## src/rtl/msg_decrypt_engine_if.sv

```systemverilog
// Single-port data-memory bus shared between the decrypt engine (master) and memory (slave).
// Read data is synchronous: valid the cycle after mem_addr is presented.
interface msg_decrypt_engine_if;
  logic [7:0] mem_addr;
  logic       mem_wr;
  logic [7:0] mem_wdata;
  logic [7:0] mem_rdata;

  modport master (
    output mem_addr,
    output mem_wr,
    output mem_wdata,
    input  mem_rdata
  );

  modport slave (
    input  mem_addr,
    input  mem_wr,
    input  mem_wdata,
    output mem_rdata
  );
endinterface

```

## src/rtl/msg_decrypt_engine.sv

```systemverilog
// LFSR-keystream message decryptor: recovers tap pattern and seed from the space preamble,
// strips leading spaces, writes plaintext back and pads the tail with spaces.
module msg_decrypt_engine #(
  parameter int unsigned CT_BASE = 64,
  parameter int unsigned PT_BASE = 0,
  parameter int unsigned MSG_LEN = 64,
  parameter int unsigned PRE_MIN = 10
) (
  input  logic                 clk,
  input  logic                 init_n,
  input  logic                 bgn,
  output logic                 ack,
  msg_decrypt_engine_if.master mem,
  output logic [3:0]           pt_no,
  output logic [6:0]           lfsr_init,
  output logic                 err
);

  localparam int unsigned NumPt = 9;
  localparam logic [6:0] TAPS [NumPt] = '{7'h60, 7'h48, 7'h78, 7'h72, 7'h6A,
                                          7'h69, 7'h5C, 7'h7E, 7'h7B};

  localparam logic [7:0] CtBaseB  = 8'(CT_BASE);
  localparam logic [7:0] PtBaseB  = 8'(PT_BASE);
  localparam logic [7:0] MsgLenB  = 8'(MSG_LEN);
  localparam logic [7:0] MsgLastB = 8'(MSG_LEN - 1);
  localparam logic [7:0] PreMinB  = 8'(PRE_MIN);
  localparam logic [7:0] PreLastB = 8'(PRE_MIN - 1);

  typedef enum logic [2:0] {StIdle, StRd, StEval, StFill, StDone} state_e;

  function automatic logic [6:0] lfsr_step(input logic [6:0] s, input logic [6:0] tap);
    return {s[5:0], ^(s & tap)};
  endfunction

  state_e           state_q, state_d;
  logic [7:0]       i_q, i_d;
  logic [7:0]       o_q, o_d;
  logic [NumPt-1:0] valid_q, valid_d;
  logic [6:0]       cand_q [NumPt];
  logic [6:0]       cand_d [NumPt];
  logic [6:0]       cand_step [NumPt];
  logic             strip_q, strip_d;
  logic [3:0]       pt_no_q, pt_no_d;
  logic [6:0]       lfsr_init_q, lfsr_init_d;
  logic             err_q, err_d;
  logic             ack_q, ack_d;

  logic [6:0] key;
  logic [6:0] ks;
  logic       parity_ok;
  logic [7:0] p;
  logic       keep;
  logic [3:0] pt_sel;

  always_ff @(posedge clk or negedge init_n) begin
    if (!init_n) begin
      state_q     <= StIdle;
      i_q         <= '0;
      o_q         <= '0;
      valid_q     <= '0;
      strip_q     <= 1'b0;
      pt_no_q     <= '0;
      lfsr_init_q <= '0;
      err_q       <= 1'b0;
      ack_q       <= 1'b0;
      for (int j = 0; j < NumPt; j++) cand_q[j] <= '0;
    end else begin
      state_q     <= state_d;
      i_q         <= i_d;
      o_q         <= o_d;
      valid_q     <= valid_d;
      strip_q     <= strip_d;
      pt_no_q     <= pt_no_d;
      lfsr_init_q <= lfsr_init_d;
      err_q       <= err_d;
      ack_q       <= ack_d;
      for (int j = 0; j < NumPt; j++) cand_q[j] <= cand_d[j];
    end
  end

  always_comb begin
    state_d     = state_q;
    i_d         = i_q;
    o_d         = o_q;
    valid_d     = valid_q;
    strip_d     = strip_q;
    pt_no_d     = pt_no_q;
    lfsr_init_d = lfsr_init_q;
    err_d       = err_q;
    for (int j = 0; j < NumPt; j++) begin
      cand_d[j]    = cand_q[j];
      cand_step[j] = lfsr_step(cand_q[j], TAPS[j]);
    end
    mem.mem_addr  = '0;
    mem.mem_wr    = 1'b0;
    mem.mem_wdata = '0;

    // Preamble bytes are spaces, so ciphertext ^ 0x20 exposes the keystream directly.
    key       = mem.mem_rdata[6:0] ^ 7'h20;
    ks        = (i_q == 8'd0) ? key : cand_step[pt_no_q];
    parity_ok = ~^mem.mem_rdata;
    p         = parity_ok ? {1'b0, mem.mem_rdata[6:0] ^ ks} : 8'h80;
    keep      = (i_q >= PreMinB) && !(strip_q && (p == 8'h20));
    pt_sel    = pt_no_q;

    unique case (state_q)
      StIdle: begin
        if (!bgn) begin
          state_d = StRd;
          err_d   = 1'b0;
          valid_d = '0;
          i_d     = '0;
          o_d     = '0;
          strip_d = 1'b1;
        end
      end
      StRd: begin
        mem.mem_addr = CtBaseB + i_q;
        state_d      = StEval;
      end
      StEval: begin
        if (i_q == 8'd0) begin
          for (int j = 0; j < NumPt; j++) cand_d[j] = key;
          valid_d     = '1;
          lfsr_init_d = key;
        end else begin
          for (int j = 0; j < NumPt; j++) cand_d[j] = cand_step[j];
          if (i_q < PreMinB) begin
            for (int j = 0; j < NumPt; j++) begin
              valid_d[j] = valid_q[j] & (cand_step[j] == key);
            end
          end
        end

        if ((i_q >= PreMinB) && (p != 8'h20)) strip_d = 1'b0;
        if (keep) begin
          mem.mem_addr  = PtBaseB + o_q;
          mem.mem_wr    = 1'b1;
          mem.mem_wdata = p;
          o_d           = o_q + 8'd1;
        end
        i_d = i_q + 8'd1;

        // Downward scan so the lowest surviving index wins ties.
        for (int j = NumPt - 1; j >= 0; j--) begin
          if (valid_d[j]) pt_sel = 4'(j);
        end

        if ((i_q == PreLastB) && !(|valid_d)) begin
          err_d   = 1'b1;
          state_d = StDone;
        end else begin
          if (i_q == PreLastB) pt_no_d = pt_sel;
          if (i_q < MsgLastB)    state_d = StRd;
          else if (o_d < MsgLenB) state_d = StFill;
          else                    state_d = StDone;
        end
      end
      StFill: begin
        mem.mem_addr  = PtBaseB + o_q;
        mem.mem_wr    = 1'b1;
        mem.mem_wdata = 8'h20;
        o_d           = o_q + 8'd1;
        if (o_d == MsgLenB) state_d = StDone;
      end
      StDone: begin
        if (bgn) state_d = StIdle;
      end
      default: state_d = StIdle;
    endcase
  end

  // ack is asserted one edge after entering DONE and cleared on the edge that sees bgn high.
  assign ack_d     = (state_q == StDone) && !bgn;
  assign ack       = ack_q;
  assign pt_no     = pt_no_q;
  assign lfsr_init = lfsr_init_q;
  assign err       = err_q;

endmodule

```

## src/flat_wrapper.sv

```systemverilog
// flat-port wrapper written by rule: the top's interface ports become plain ports
module msg_decrypt_engine_flat 
#(
  parameter int unsigned CT_BASE = 64,
  parameter int unsigned PT_BASE = 0,
  parameter int unsigned MSG_LEN = 64,
  parameter int unsigned PRE_MIN = 10
)
  (clk, init_n, bgn, ack, pt_no, lfsr_init, err, mem_mem_addr, mem_mem_wr, mem_mem_wdata, mem_mem_rdata);
  msg_decrypt_engine_if mem_i ();
  input  logic clk;
  input  logic init_n;
  input  logic bgn;
  output logic ack;
  output logic [3:0] pt_no;
  output logic [6:0] lfsr_init;
  output logic err;
  output wire logic [$bits(mem_i.mem_addr)-1:0] mem_mem_addr;
  output wire logic [$bits(mem_i.mem_wr)-1:0] mem_mem_wr;
  output wire logic [$bits(mem_i.mem_wdata)-1:0] mem_mem_wdata;
  input wire logic [$bits(mem_i.mem_rdata)-1:0] mem_mem_rdata;
  assign mem_mem_addr = mem_i.mem_addr;
  assign mem_mem_wr = mem_i.mem_wr;
  assign mem_mem_wdata = mem_i.mem_wdata;
  assign mem_i.mem_rdata = mem_mem_rdata;
  msg_decrypt_engine #(.CT_BASE(CT_BASE), .PT_BASE(PT_BASE), .MSG_LEN(MSG_LEN), .PRE_MIN(PRE_MIN)) u_core (.clk(clk), .init_n(init_n), .bgn(bgn), .ack(ack), .mem(mem_i), .pt_no(pt_no), .lfsr_init(lfsr_init), .err(err));
endmodule
```

## config.mk

```make
export PLATFORM = sky130hd
export DESIGN_NAME = msg_decrypt_engine_flat
export DESIGN_NICKNAME = d
export VERILOG_FILES = /design/src/rtl/msg_decrypt_engine_if.sv /design/src/rtl/msg_decrypt_engine.sv /design/src/flat_wrapper.sv
export SDC_FILE = /design/constraint.sdc
export NUM_CORES = 1
export LEC_CHECK = 0
export CORE_MARGIN = 2
export CORE_UTILIZATION = 45
export DETAILED_ROUTE_END_ITERATION = 7
export GPL_TIMING_DRIVEN = 0
export SETUP_SLACK_MARGIN = 0.02
export SLEW_MARGIN = 20
export SYNTH_ARGS = -nofsm -noshare
export SYNTH_HDL_FRONTEND = slang
export SYNTH_SLANG_ARGS = --single-unit
```

## constraint.sdc

```tcl
create_clock -name clk -period 8.69 [get_ports clk]
set_input_delay 2.607 -clock clk [delete_from_list [all_inputs] [get_ports clk]]
set_output_delay 2.607 -clock clk [all_outputs]
set_load 0.01 [all_outputs]
```

# Word-level counts from Yosys, hierarchy flattened
# Cells that the tools add are included.
# word_totals
register_bits,105
latch_bits,0
mem_bits_rw,0
romBits,0
in_bits,11
n_memories,0
# op_classes
n_addsub,3
n_mul,0
div_mod_pow,0
order_cmp,5
eq_ne,22
n_shift,0
n_mux,44
n_bitwise,13
reduce_logical,31
# op_table
operator,n
7-bit == test,9
63-bit two-way mux,1
7-bit parity,9
8-bit two-way mux,6
8-bit case mux with 3 select lines,2
4-bit two-way mux,9
9-bit two-way mux,4
8-bit case mux with 2 select lines,2
7-bit binary-select mux with 4-bit select,1
7-bit two-way mux,3
3-bit two-way mux,6
9-bit case mux with 2 select lines,1
8-bit by 1-bit adder with 8-bit output (second input constant),2
3-bit case mux with 5 select lines,1
1-bit AND,9
3-bit AND reduction,3
9-bit nonzero test,1
9-bit OR reduction,1
7-bit by 8-bit adder with 8-bit output (first input constant),1
8-bit by 4-bit == test with 1-bit output (second input constant),1
8-bit by 6-bit == test with 1-bit output (second input constant),1
8-bit by 7-bit == test with 1-bit output (second input constant),1
8-bit by 4-bit >= comparator with 1-bit output (second input constant),1
8-bit zero test,1
23 further kinds,42

# Depth between registers and ports, before layout
# Gate-level depths: netlist (run 1).
# depth
ltp_word,18
ltp_mapped,13
depth_no_buf,11

# Worst setup path after synthesis (run 1)
# OpenSTA, ideal clock, no wires.
# synth_path
kind,input-to-output
from,input mem_mem_rdata[5]
to,output mem_mem_addr[2]
arrival_ns,4.494
required_ns,6.083
path_slack_ns,1.589
path_stages,10
n_path_buf,2
cell_sequence,clkbuf_1 > xnor2_1 > xnor2_1 > xnor2_1 > and2_1 > and2_1 > a211oi_2 > a31oi_4 > buf_4 > a22o_1
# synth_via
elab_chain_cells,10
word_cells_on_any_way,11
cone_classes,eq/ne (1); mux (4); bitwise (2); reduce/logical (4)
# synth_lines
element,line_no,rtl
"start, declared",flat_wrapper.sv:21,input wire logic [$bits(mem_i.mem_rdata)-1:0] mem_mem_rdata;
1-bit NOT (no source line),--,
7-bit two-way mux,msg_decrypt_engine.sv:101,ks = (i_q == 8'd0) ? key : cand_step[pt_no_q];
7-bit XOR,msg_decrypt_engine.sv:103,"p = parity_ok ? {1'b0, mem.mem_rdata[6:0] ^ ks} : 8'h80;"
8-bit two-way mux (*),msg_decrypt_engine.sv:103,
8-bit by 6-bit == test with 1-bit output (*),msg_decrypt_engine.sv:104,keep = (i_q >= PreMinB) && !(strip_q && (p == 8'h20));
1-bit logical AND (*),msg_decrypt_engine.sv:104,
1-bit zero test (*),msg_decrypt_engine.sv:104,
1-bit logical AND (*),msg_decrypt_engine.sv:104,
8-bit two-way mux (*),msg_decrypt_engine.sv:137,if (keep) begin
8-bit case mux with 3 select lines (*),msg_decrypt_engine.sv:107,unique case (state_q)
"end, declared",flat_wrapper.sv:18,output wire logic [$bits(mem_i.mem_addr)-1:0] mem_mem_addr;
# Every way passes the cells marked *; elsewhere a longest branch is shown, timed or not.

# Worst setup path after layout (run 1)
# layout_path
from,input mem_mem_rdata[2]
to,output mem_mem_addr[7]
# layout_via
elab_chain_cells,9
word_cells_on_any_way,10
cone_classes,eq/ne (1); mux (4); bitwise (1); reduce/logical (4)
# layout_lines
element,line_no
7-bit two-way mux,msg_decrypt_engine.sv:101
7-bit XOR,msg_decrypt_engine.sv:103
8-bit two-way mux (*),msg_decrypt_engine.sv:103
8-bit by 6-bit == test with 1-bit output (*),msg_decrypt_engine.sv:104
1-bit logical AND (*),msg_decrypt_engine.sv:104
1-bit zero test (*),msg_decrypt_engine.sv:104
1-bit logical AND (*),msg_decrypt_engine.sv:104
8-bit two-way mux (*),msg_decrypt_engine.sv:137
8-bit case mux with 3 select lines (*),msg_decrypt_engine.sv:107
# Marked as above.

==> flow_metrics.env, run 1 <==
export IMPL_outcome="completed"
export IMPL_setup_viol=0
export IMPL_ir_drop_mv=0.190
export IMPL_rsz0062_at_grt="no"
export IMPL_postRouteAntennaNets=0
export IMPL_clock_skew_ps=7.97
export IMPL_clock_path_buffers=2
export IMPL_whs_ps=486
export IMPL_worst_pin_slew_ps=1010
export IMPL_synth_main_ff_cell="dfrtp_1"
export IMPL_relSlewSlack=0.325
export IMPL_synth_commonest_cells="dfrtp_1 (105), nand2_1 (101), o21ai_0 (84)"
export IMPL_cp_max_fo=10
export IMPL_cts_made_buffers=9
export IMPL_dpl_hpwl_um=16300
export IMPL_placed_cell_area_mm2=0.00745
export IMPL_global_route_overflow_total=0
export IMPL_post_cts_resize_count=0
export IMPL_yosysUniqueCellTypes=61
export IMPL_layout_worst_path_cycle_share=0.979
export IMPL_final_cells=996
export IMPL_startpoint_type="primary input"
export IMPL_power_leakage_nw=3.21
export IMPL_drv_cap=0
export IMPL_synth_area_leaders="dfrtp_1 (39%), xnor2_1 (7.0%), o21ai_0 (6.2%)"
export IMPL_dieWidth_um=127
export IMPL_drive_above_1_share=0.0764
export IMPL_ios=41
export IMPL_grt_start_max_net_pins=68
export IMPL_pwr_share_seq=0.307
export IMPL_drc=0
export IMPL_async_reset_ff_frac=1.00
export IMPL_fin_nets=824
export IMPL_grt_pass1_vias=5958
export IMPL_grtUsageTotal=0.293
export IMPL_path_cells="clkdlybuf4s50_1 -> buf_1 -> xor2_1 -> and2_1 -> a211oi_2 -> a31oi_4 -> buf_4 -> a22o_1 -> clkdlybuf4s50_1"
export IMPL_synthesis_nets=774
export IMPL_num_antenna_cells=0
export IMPL_drt_total_wl_um=23000
export IMPL_fin_area_mm2=0.00776
export IMPL_ctsHoldBuffers=0
export IMPL_gp_congestion=0.968
export IMPL_crit_buf_inv=4
export IMPL_pre_cts_ws_ps=211
export IMPL_hold_path_class="reg2reg"
export IMPL_fin_ws_ps=179
export IMPL_final_min_clock_period_ps=8510
export IMPL_yosys_warnings=0
export IMPL_antenna_found_initial=0
export IMPL_avgViaCountPerCell=6.16
export IMPL_power_frac_comb=0.553
export IMPL_yosysTopAreaCellShare=0.386
export IMPL_row_count=44
export IMPL_slew_viol_final=0
export IMPL_synth_most_common_cell="dfrtp_1"
export IMPL_final_core_util=0.530
export IMPL_synth_edf_count=0
export IMPL_finalHoldViolCount=0
export IMPL_cp_end_kind="primary output"
export IMPL_clk_latency_ps=360
export IMPL_critical_path_class="in2out"
export IMPL_crit_path_top_delay_cell="buf_1"
export IMPL_cp_slowest_stage_delay_ps=790
export IMPL_cts_root_buf="clkbuf_16"
export IMPL_drt_initial_drc_count=570
export IMPL_critical_path_required_ps=6080
export IMPL_tns_ps=0
export IMPL_top_layer="met4"
export IMPL_switching_share=0.483
export IMPL_yosysTopAreaCell="dfrtp_1"
export IMPL_postCtsSetupRepairBufs=0
export IMPL_portBuffers=38
export IMPL_ys_seq_area_frac=0.386
export IMPL_syn2layout_area_growth_pct=14.1
export IMPL_coreArea_mm2=0.0146
export IMPL_arrival_ps=5900
export IMPL_drt_wirelength_per_cell_um=23.1
export IMPL_syn_area_mm2=0.00680
export IMPL_p_total_mw=3.08
export IMPL_cts_sinks=105
export IMPL_die_y_um=127
export IMPL_dr_wl_met2_um=10300
export IMPL_switchingPower_mw=1.49
export IMPL_first_pass_iters=8
export IMPL_synthCells=757
export IMPL_grt_first_pass_wirelength_um=35700
export IMPL_route_met3_wl_um=1810
export IMPL_path_delay_family="buffers and inverters"
export IMPL_clockPowerShare=0.140
export IMPL_drt_met1_wl_um=10100
export IMPL_start_util=0.464
export IMPL_route_vias_total=6134
export IMPL_fmax_ghz=0.117
export IMPL_syn_area_per_cell_um2=8.98
export IMPL_dieArea_mm2=0.0161
export IMPL_place_inst=980
export IMPL_tritoncts="yes"
export IMPL_h_tree_depth=3
export IMPL_p_int_mw=1.59
export IMPL_ys_seq_elements=105
export IMPL_powerDensity_mw_per_mm2=397
export IMPL_path_common_cell="clkdlybuf4s50_1"
export IMPL_clk_pin_slew_ps=70
==> power by group through the flow <==
stage | Combinational, mW | Sequential (mW) | Clock, mW
after floorplan | 1.18 | 0.865 | 0
after global placement | 1.62 | 0.930 | 0
after detailed placement | 1.67 | 0.937 | 0
after CTS | 1.68 | 0.932 | 0.439
after global routing | 1.85 | 0.968 | 0.458
final | 1.70 | 0.945 | 0.432
==> layer usage <==
layer | track usage | up-vias
met4 | 0.110 | 0
li1 | - | 2777
met3 | 0.0578 | 50
met5 | 0 | -
met2 | 0.448 | 303
met1 | 0.412 | 3004
==> state kept, by name, summed over array words and instances, names as in the netlist <==
register and cells:
u_core.strip_q 1, u_core.err 1, u_core.ack 1, u_core.pt_no 4, u_core.state_q 3, u_core.i_q 8, u_core.o_q 8, u_core.valid_q 9
u_core.cand_q 63, u_core.lfsr_init 7
==> cell families (layout without fill, tap and decap cells) <==
group                      after synthesis  count (layout)  share of synthesized area
adders and majority gates                6               6                     0.0110
and+or+nand+nor                        219             219                      0.150
muxes                                   34              34                     0.0611
AOI/OAI and AO/OA                      226             226                      0.206
buffers and inverters                   63             118                     0.0372
xor gates and xnor gates               104             104                      0.148
DFF                                    105             105                      0.386
==> worst register-to-register path: cells and delay by family, from the launching register on <==
kind | cells | cell delay [ps]
flip-flops | 1 | 420
AND/OR/NAND/NOR | 5 | 1580
buffers and inverters | 1 | 70
adder cells (fa/ha/maj) | 1 | 150
AO/OA/AOI/OAI | 4 | 1550
==> area by class of cell <==
| type | instances | area (um^2) |
|---|---|---|
| Fill cell | 1379 | 6890 |
| Multi-Input combinational cell | 589 | 3930 |
| Sequential cell | 105 | 2630 |
| Timing Repair Buffer | 39 | 409 |
| Tap cell | 184 | 230 |
| Clock buffer | 10 | 229 |
| Buffer | 53 | 215 |
| Clock inverter | 6 | 76.3 |
| Inverter | 10 | 37.5 |
==> path summary, 6_finish.rpt <==
| kind | from | to | slack (ps) | cells past startpoint |
|---|---|---|---|---|
| hold reg to reg | u_core.valid_q[0] | u_core.valid_q[0] | 490 | 2 |
| hold / removal | u_core.valid_q[0] | u_core.valid_q[0] | 490 | 2 |
| setup / recovery | mem_mem_rdata[2] | mem_mem_addr[7] | 180 | 9 |
| min in group asynchronous | init_n | u_core.cand_q[17] | 2140 | 1 |
| max in group asynchronous | init_n | u_core.valid_q[7] | 5850 | 2 |
| setup reg to reg | u_core.i_q[6] | u_core.state_q[0] | 4820 | 11 |
==> cell usage in the layout, fill, tap and decap left out, types with 4 or more instances in the layout <==
| cell type | n |
|---|---|
| mux2_2 | 19 |
| nor2_1 | 43 |
| inv_1 | 10 |
| a21o_1 | 4 |
| a211oi_1 | 7 |
| nor3_1 | 5 |
| and2_1 | 12 |
| buf_2 | 7 |
| xor2_1 | 43 |
| o41ai_1 | 5 |
| mux2i_1 | 10 |
| ha_1 | 6 |
| nand2_1 | 101 |
| o31ai_1 | 9 |
| nand2b_1 | 7 |
| xnor3_1 | 7 |
| clkbuf_1 | 40 |
| o22ai_1 | 7 |
| o21ai_1 | 7 |
| a31oi_1 | 7 |
| buf_1 | 5 |
| a21oi_1 | 62 |
| a22o_1 | 8 |
| nor4_1 | 6 |
| nand3_1 | 11 |
| nor2b_1 | 10 |
| and3_1 | 6 |
| clkbuf_16 | 9 |
| xnor2_1 | 54 |
| clkdlybuf4s50_1 | 37 |
| nand4_1 | 8 |
| o21ai_0 | 84 |
| dfrtp_1 | 105 |
| mux4_2 | 4 |
Note: power is estimated with default switching activity, not from simulation.
==> inputs of run 2 (changes only) <==
Settings changed: ABC_AREA set to 0, CORE_ASPECT_RATIO set to 0.9.
==> run 2 against run 1 <==
Register-to-register slack better by 150 ps. Fmax up 0.68%. Sequential cell count unchanged. First-iteration DRC count up 28%. Die area about the same. Critical endpoint is now mem_mem_addr[2]. Largest cell class unchanged. Largest power group unchanged. Highest routed layer unchanged.
==> flow_metrics.env, run 2 (synthesized netlist as in run 1, its figures left out) <==
export IMPL_antenna_found_initial=0
export IMPL_regMostFlops="u_core.cand_q"
export IMPL_largest_reg_flops=63
export IMPL_post_cts_resize_count=0
export IMPL_route_vias_total=6156
export IMPL_dieArea_mm2=0.0161
export IMPL_critical_path_class="in2out"
export IMPL_clk_latency_ps=370
export IMPL_grt_first_pass_wirelength_um=34800
export IMPL_drt_wirelength_per_cell_um=22.2
export IMPL_placed_cell_area_mm2=0.00747
export IMPL_hold_path_class="reg2reg"
export IMPL_postCtsSetupRepairBufs=0
export IMPL_finalHoldViolCount=0
export IMPL_path_delay_family="buffers and inverters"
export IMPL_slew_viol_final=0
export IMPL_ir_drop_mv=0.180
export IMPL_relSlewSlack=0.357
export IMPL_h_tree_depth=3
export IMPL_first_pass_iters=5
export IMPL_cts_root_buf="clkbuf_16"
export IMPL_row_count=42
export IMPL_crit_buf_inv=4
export IMPL_fin_nets=824
export IMPL_fmax_ghz=0.118
export IMPL_final_common_cell="dfrtp_1"
export IMPL_arrival_ps=5850
export IMPL_powerDensity_mw_per_mm2=394
export IMPL_cts_sinks=105
export IMPL_num_antenna_cells=0
export IMPL_clk_pin_slew_ps=70
export IMPL_grtUsageTotal=0.288
export IMPL_cp_max_fo=10
export IMPL_clock_path_buffers=2
export IMPL_path_common_cell="clkdlybuf4s50_1"
export IMPL_drv_cap=0
export IMPL_top_regs="u_core.cand_q x63, u_core.valid_q x9"
export IMPL_drt_initial_drc_count=731
export IMPL_gp_congestion=0.953
export IMPL_setup_viol=0
export IMPL_drc=0
export IMPL_cts_made_buffers=9
export IMPL_drive_above_1_share=0.0764
export IMPL_ctsHoldBuffers=0
export IMPL_power_leakage_nw=3.20
export IMPL_ios=41
export IMPL_start_util=0.460
export IMPL_portBuffers=38
export IMPL_coreArea_mm2=0.0148
export IMPL_startpoint_type="primary input"
export IMPL_syn2layout_area_growth_pct=14.2
export IMPL_grt_start_max_net_pins=70
export IMPL_cp_end_kind="primary output"
export IMPL_tritoncts="yes"
export IMPL_p_total_mw=3.06
export IMPL_clock_skew_ps=12.9
export IMPL_layout_worst_path_cycle_share=0.973
export IMPL_fin_area_mm2=0.00776
export IMPL_cp_slowest_stage_delay_ps=760
export IMPL_dieWidth_um=134
export IMPL_critical_path_required_ps=6080
export IMPL_tns_ps=0
export IMPL_avgViaCountPerCell=6.10
export IMPL_outcome="completed"
export IMPL_final_min_clock_period_ps=8450
export IMPL_global_route_overflow_total=0
export IMPL_path_cells="clkdlybuf4s50_1 -> buf_1 -> xor2_1 -> and2_1 -> a211oi_2 -> a31oi_4 -> buf_4 -> a22o_1 -> clkdlybuf4s50_1"
export IMPL_crit_path_top_delay_cell="buf_1"
export IMPL_rsz0062_at_grt="no"
export IMPL_dpl_hpwl_um=16300
export IMPL_drt_total_wl_um=22400
export IMPL_grt_pass1_vias=5881
export IMPL_mostFrequentLayoutCells="dfrtp_1 (105), nand2_1 (101), o21ai_0 (84)"
export IMPL_postRouteAntennaNets=0
export IMPL_worst_pin_slew_ps=964
export IMPL_die_y_um=121
==> run 2: cell types whose count changed in the layout (fill, tap and decap cells not counted), sizes merged <==
| cell | before | now |
|---|---|---|
| clkinv | 3 | 2 |
| clkinvlp | 0 | 1 |
==> run 2: path summary, 6_finish.rpt <==
| path | slack [ps] | to | start | cells past startpoint |
|---|---|---|---|---|
| hold / removal | 490 | u_core.valid_q[0] | u_core.valid_q[0] | 2 |
| hold reg to reg | 490 | u_core.valid_q[0] | u_core.valid_q[0] | 2 |
| max in group asynchronous | 5880 | u_core.valid_q[3] | init_n | 2 |
| setup / recovery | 240 | mem_mem_addr[2] | mem_mem_rdata[2] | 9 |
| min in group asynchronous | 2140 | u_core.cand_q[13] | init_n | 1 |
| setup reg to reg | 4970 | u_core.state_q[0] | u_core.i_q[6] | 11 |
==> run 2: per-layer routing <==
| layer | up-vias | wire length (um) | GRT usage |
|---|---|---|---|
| met5 | - | 0 | 0 |
| met4 | 0 | 671 | 0.0997 |
| met3 | 37 | 1770 | 0.0503 |
| met2 | 279 | 9690 | 0.428 |
| met1 | 3061 | 10200 | 0.424 |
| li1 | 2779 | - | - |
==> run 2: layout make-up <==
cell class                      instances  area [um^2]
Sequential cell                       105         2630
Inverter                               10         37.5
Buffer                                 53          215
Timing Repair Buffer                   39          409
Clock inverter                          6         65.1
Fill cell                            1362         7000
Multi-Input combinational cell        589         3930
Tap cell                              198          248
Clock buffer                           10          229
==> run 2: worst min-delay path, delay by kind of cell, from the launching register on <==
kind / cells / cell delay, ps
DFF: 1 / 350
AOI/OAI and AO/OA: 1 / 60
and+or+nand+nor: 1 / 50
==> run 2: power by group <==
part | internal (mW) | total, mW | switching (mW)
Clock | 0.225 | 0.423 | 0.198
Combinational | 0.680 | 1.69 | 1.01
Sequential | 0.685 | 0.942 | 0.257
Total | 1.59 | 3.06 | 1.47
==> run 2: metrics by stage <==
step	util	setup WS [ps]	std cells	hold slack, ps
2_1_floorplan	-	1590	757	450
3_3_place_gp	0.503	293	993	468
3_5_place_dp	0.506	257	994	479
4_1_cts	0.526	263	1010	496
5_1_grt	0.526	97.6	1010	511
6_report	0.526	236	1010	495
==> inputs of run 3 (changes only) <==
Settings changed: CAP_MARGIN set to 20, SLEW_MARGIN 20 to not set.
==> run 3 against run 2 <==
First-iteration DRC count decreased by 13%. Routed wire length is 0.22% lower. Non-clock buffer count rose by 2. Count of clock-buffer cells in the layout did not move. Highest routed layer unchanged. Largest cell class unchanged. Critical path type unchanged. Clock power decreased by 5.2%.
==> flow_metrics.env, run 3 (synthesized netlist as in run 1, its figures left out) <==
export IMPL_final_common_cell="dfrtp_1"
export IMPL_tns_ps=0
export IMPL_fin_area_mm2=0.00774
export IMPL_drc=0
export IMPL_finalHoldViolCount=0
export IMPL_crit_path_top_delay_cell="buf_1"
export IMPL_final_min_clock_period_ps=8470
export IMPL_ios=41
export IMPL_drt_initial_drc_count=639
export IMPL_top_regs="u_core.cand_q x63, u_core.valid_q x9"
export IMPL_clk_latency_ps=360
export IMPL_drv_cap=0
export IMPL_critical_path_required_ps=6080
export IMPL_post_cts_resize_count=0
export IMPL_outcome="completed"
export IMPL_grt_busiest_layer="met1"
export IMPL_critical_path_class="in2out"
export IMPL_row_count=42
export IMPL_rsz0062_at_grt="no"
export IMPL_gp_congestion=0.953
export IMPL_dieWidth_um=134
export IMPL_clk_pin_slew_ps=70
export IMPL_grt_pass1_vias=5971
export IMPL_slew_viol_final=0
export IMPL_clock_skew_ps=8.35
export IMPL_path_cells="clkdlybuf4s50_1 -> buf_1 -> xor2_1 -> and2_1 -> a211oi_2 -> a31oi_4 -> buf_4 -> a22o_1 -> clkdlybuf4s50_1"
export IMPL_num_antenna_cells=0
export IMPL_power_leakage_nw=3.19
export IMPL_worst_pin_slew_ps=948
export IMPL_cp_max_fo=10
export IMPL_fin_nets=826
export IMPL_cp_end_kind="primary output"
export IMPL_ctsHoldBuffers=0
export IMPL_start_util=0.460
export IMPL_relSlewSlack=0.352
export IMPL_powerDensity_mw_per_mm2=392
export IMPL_tritoncts="yes"
export IMPL_coreArea_mm2=0.0148
export IMPL_cts_made_buffers=9
export IMPL_arrival_ps=5860
export IMPL_grt_first_pass_wirelength_um=35200
export IMPL_grt_start_max_net_pins=69
export IMPL_grtUsageMet1=0.426
export IMPL_dpl_hpwl_um=16200
export IMPL_cts_root_buf="clkbuf_16"
export IMPL_route_vias_total=6125
export IMPL_r2r_cells=11
export IMPL_ir_drop_mv=0.161
export IMPL_avgViaCountPerCell=6.05
export IMPL_met2_usage=0.423
export IMPL_portBuffers=38
export IMPL_cp_slowest_stage_delay_ps=760
export IMPL_syn2layout_area_growth_pct=13.9
export IMPL_clock_path_buffers=2
export IMPL_regMostFlops="u_core.cand_q"
export IMPL_startpoint_type="primary input"
export IMPL_postCtsSetupRepairBufs=0
export IMPL_mostFrequentLayoutCells="dfrtp_1 (105), nand2_1 (101), o21ai_0 (84)"
export IMPL_gr_usage_met3=0.0524
export IMPL_path_common_cell="clkdlybuf4s50_1"
export IMPL_h_tree_depth=3
export IMPL_setup_viol=0
export IMPL_first_pass_iters=5
export IMPL_die_y_um=121
export IMPL_postRouteAntennaNets=0
export IMPL_grtUsageTotal=0.290
export IMPL_dieArea_mm2=0.0161
export IMPL_hold_path_class="reg2reg"
export IMPL_cts_sinks=105
export IMPL_fmax_ghz=0.118
export IMPL_min_path_cells=2
export IMPL_drive_above_1_share=0.0762
export IMPL_placed_cell_area_mm2=0.00746
export IMPL_drt_wirelength_per_cell_um=22.1
export IMPL_antenna_found_initial=0
export IMPL_layout_worst_path_cycle_share=0.974
export IMPL_drt_total_wl_um=22300
export IMPL_global_route_overflow_total=0
export IMPL_largest_reg_flops=63
## run 3: final cells by class
type / count / area (um^2)
Buffer: 53 / 215
Clock inverter: 6 / 51.3
Sequential cell: 105 / 2630
Tap cell: 198 / 248
Fill cell: 1378 / 7020
Multi-Input combinational cell: 589 / 3920
Inverter: 10 / 37.5
Timing Repair Buffer: 41 / 415
Clock buffer: 10 / 229
## run 3: per-stage QoR
| stage | utilization | cells | setup slack [ps] | hold WS [ps] | power, mW |
|---|---|---|---|---|---|
| 6_report | 0.524 | 1012 | 223 | 486 | 3.04 |
| 5_1_grt | 0.524 | 1012 | 76.0 | 531 | 3.24 |
| 4_1_cts | 0.524 | 1012 | 279 | 488 | 3.00 |
| 3_5_place_dp | 0.505 | 996 | 271 | 472 | 2.60 |
| 3_3_place_gp | 0.503 | 993 | 293 | 468 | 2.56 |
| 2_1_floorplan | - | 757 | 1590 | 450 | 2.04 |
## run 3: critical path: cells and delay by family
kind	cells	cell delay, ps
buf+inv	4	2070
compound gates	3	820
simple gates	1	220
xor+xnor	1	130
## run 3: final timing paths
check,from,end,slack (ps)
setup / recovery,mem_mem_rdata[2],mem_mem_addr[7],220
hold / removal,u_core.valid_q[8],u_core.valid_q[8],490
setup reg to reg,u_core.i_q[6],u_core.state_q[0],4930
hold reg to reg,u_core.valid_q[8],u_core.valid_q[8],490
max in group asynchronous,init_n,u_core.valid_q[4],5750
min in group asynchronous,init_n,u_core.cand_q[10],2220
## run 3: metal layers
| layer | vias to the layer above | share of wire |
|---|---|---|
| met3 | 45 | 0.070 |
| met4 | 0 | 0.033 |
| met2 | 271 | 0.43 |
| met1 | 3043 | 0.47 |
| met5 | - | 0 |
| li1 | 2766 | - |
## run 3: where the power goes
part	leakage [nW]	total (mW)	internal, mW	switching, mW
Sequential	1.34	0.943	0.685	0.258
Combinational	1.72	1.69	0.681	1.01
Clock	0.127	0.401	0.198	0.202
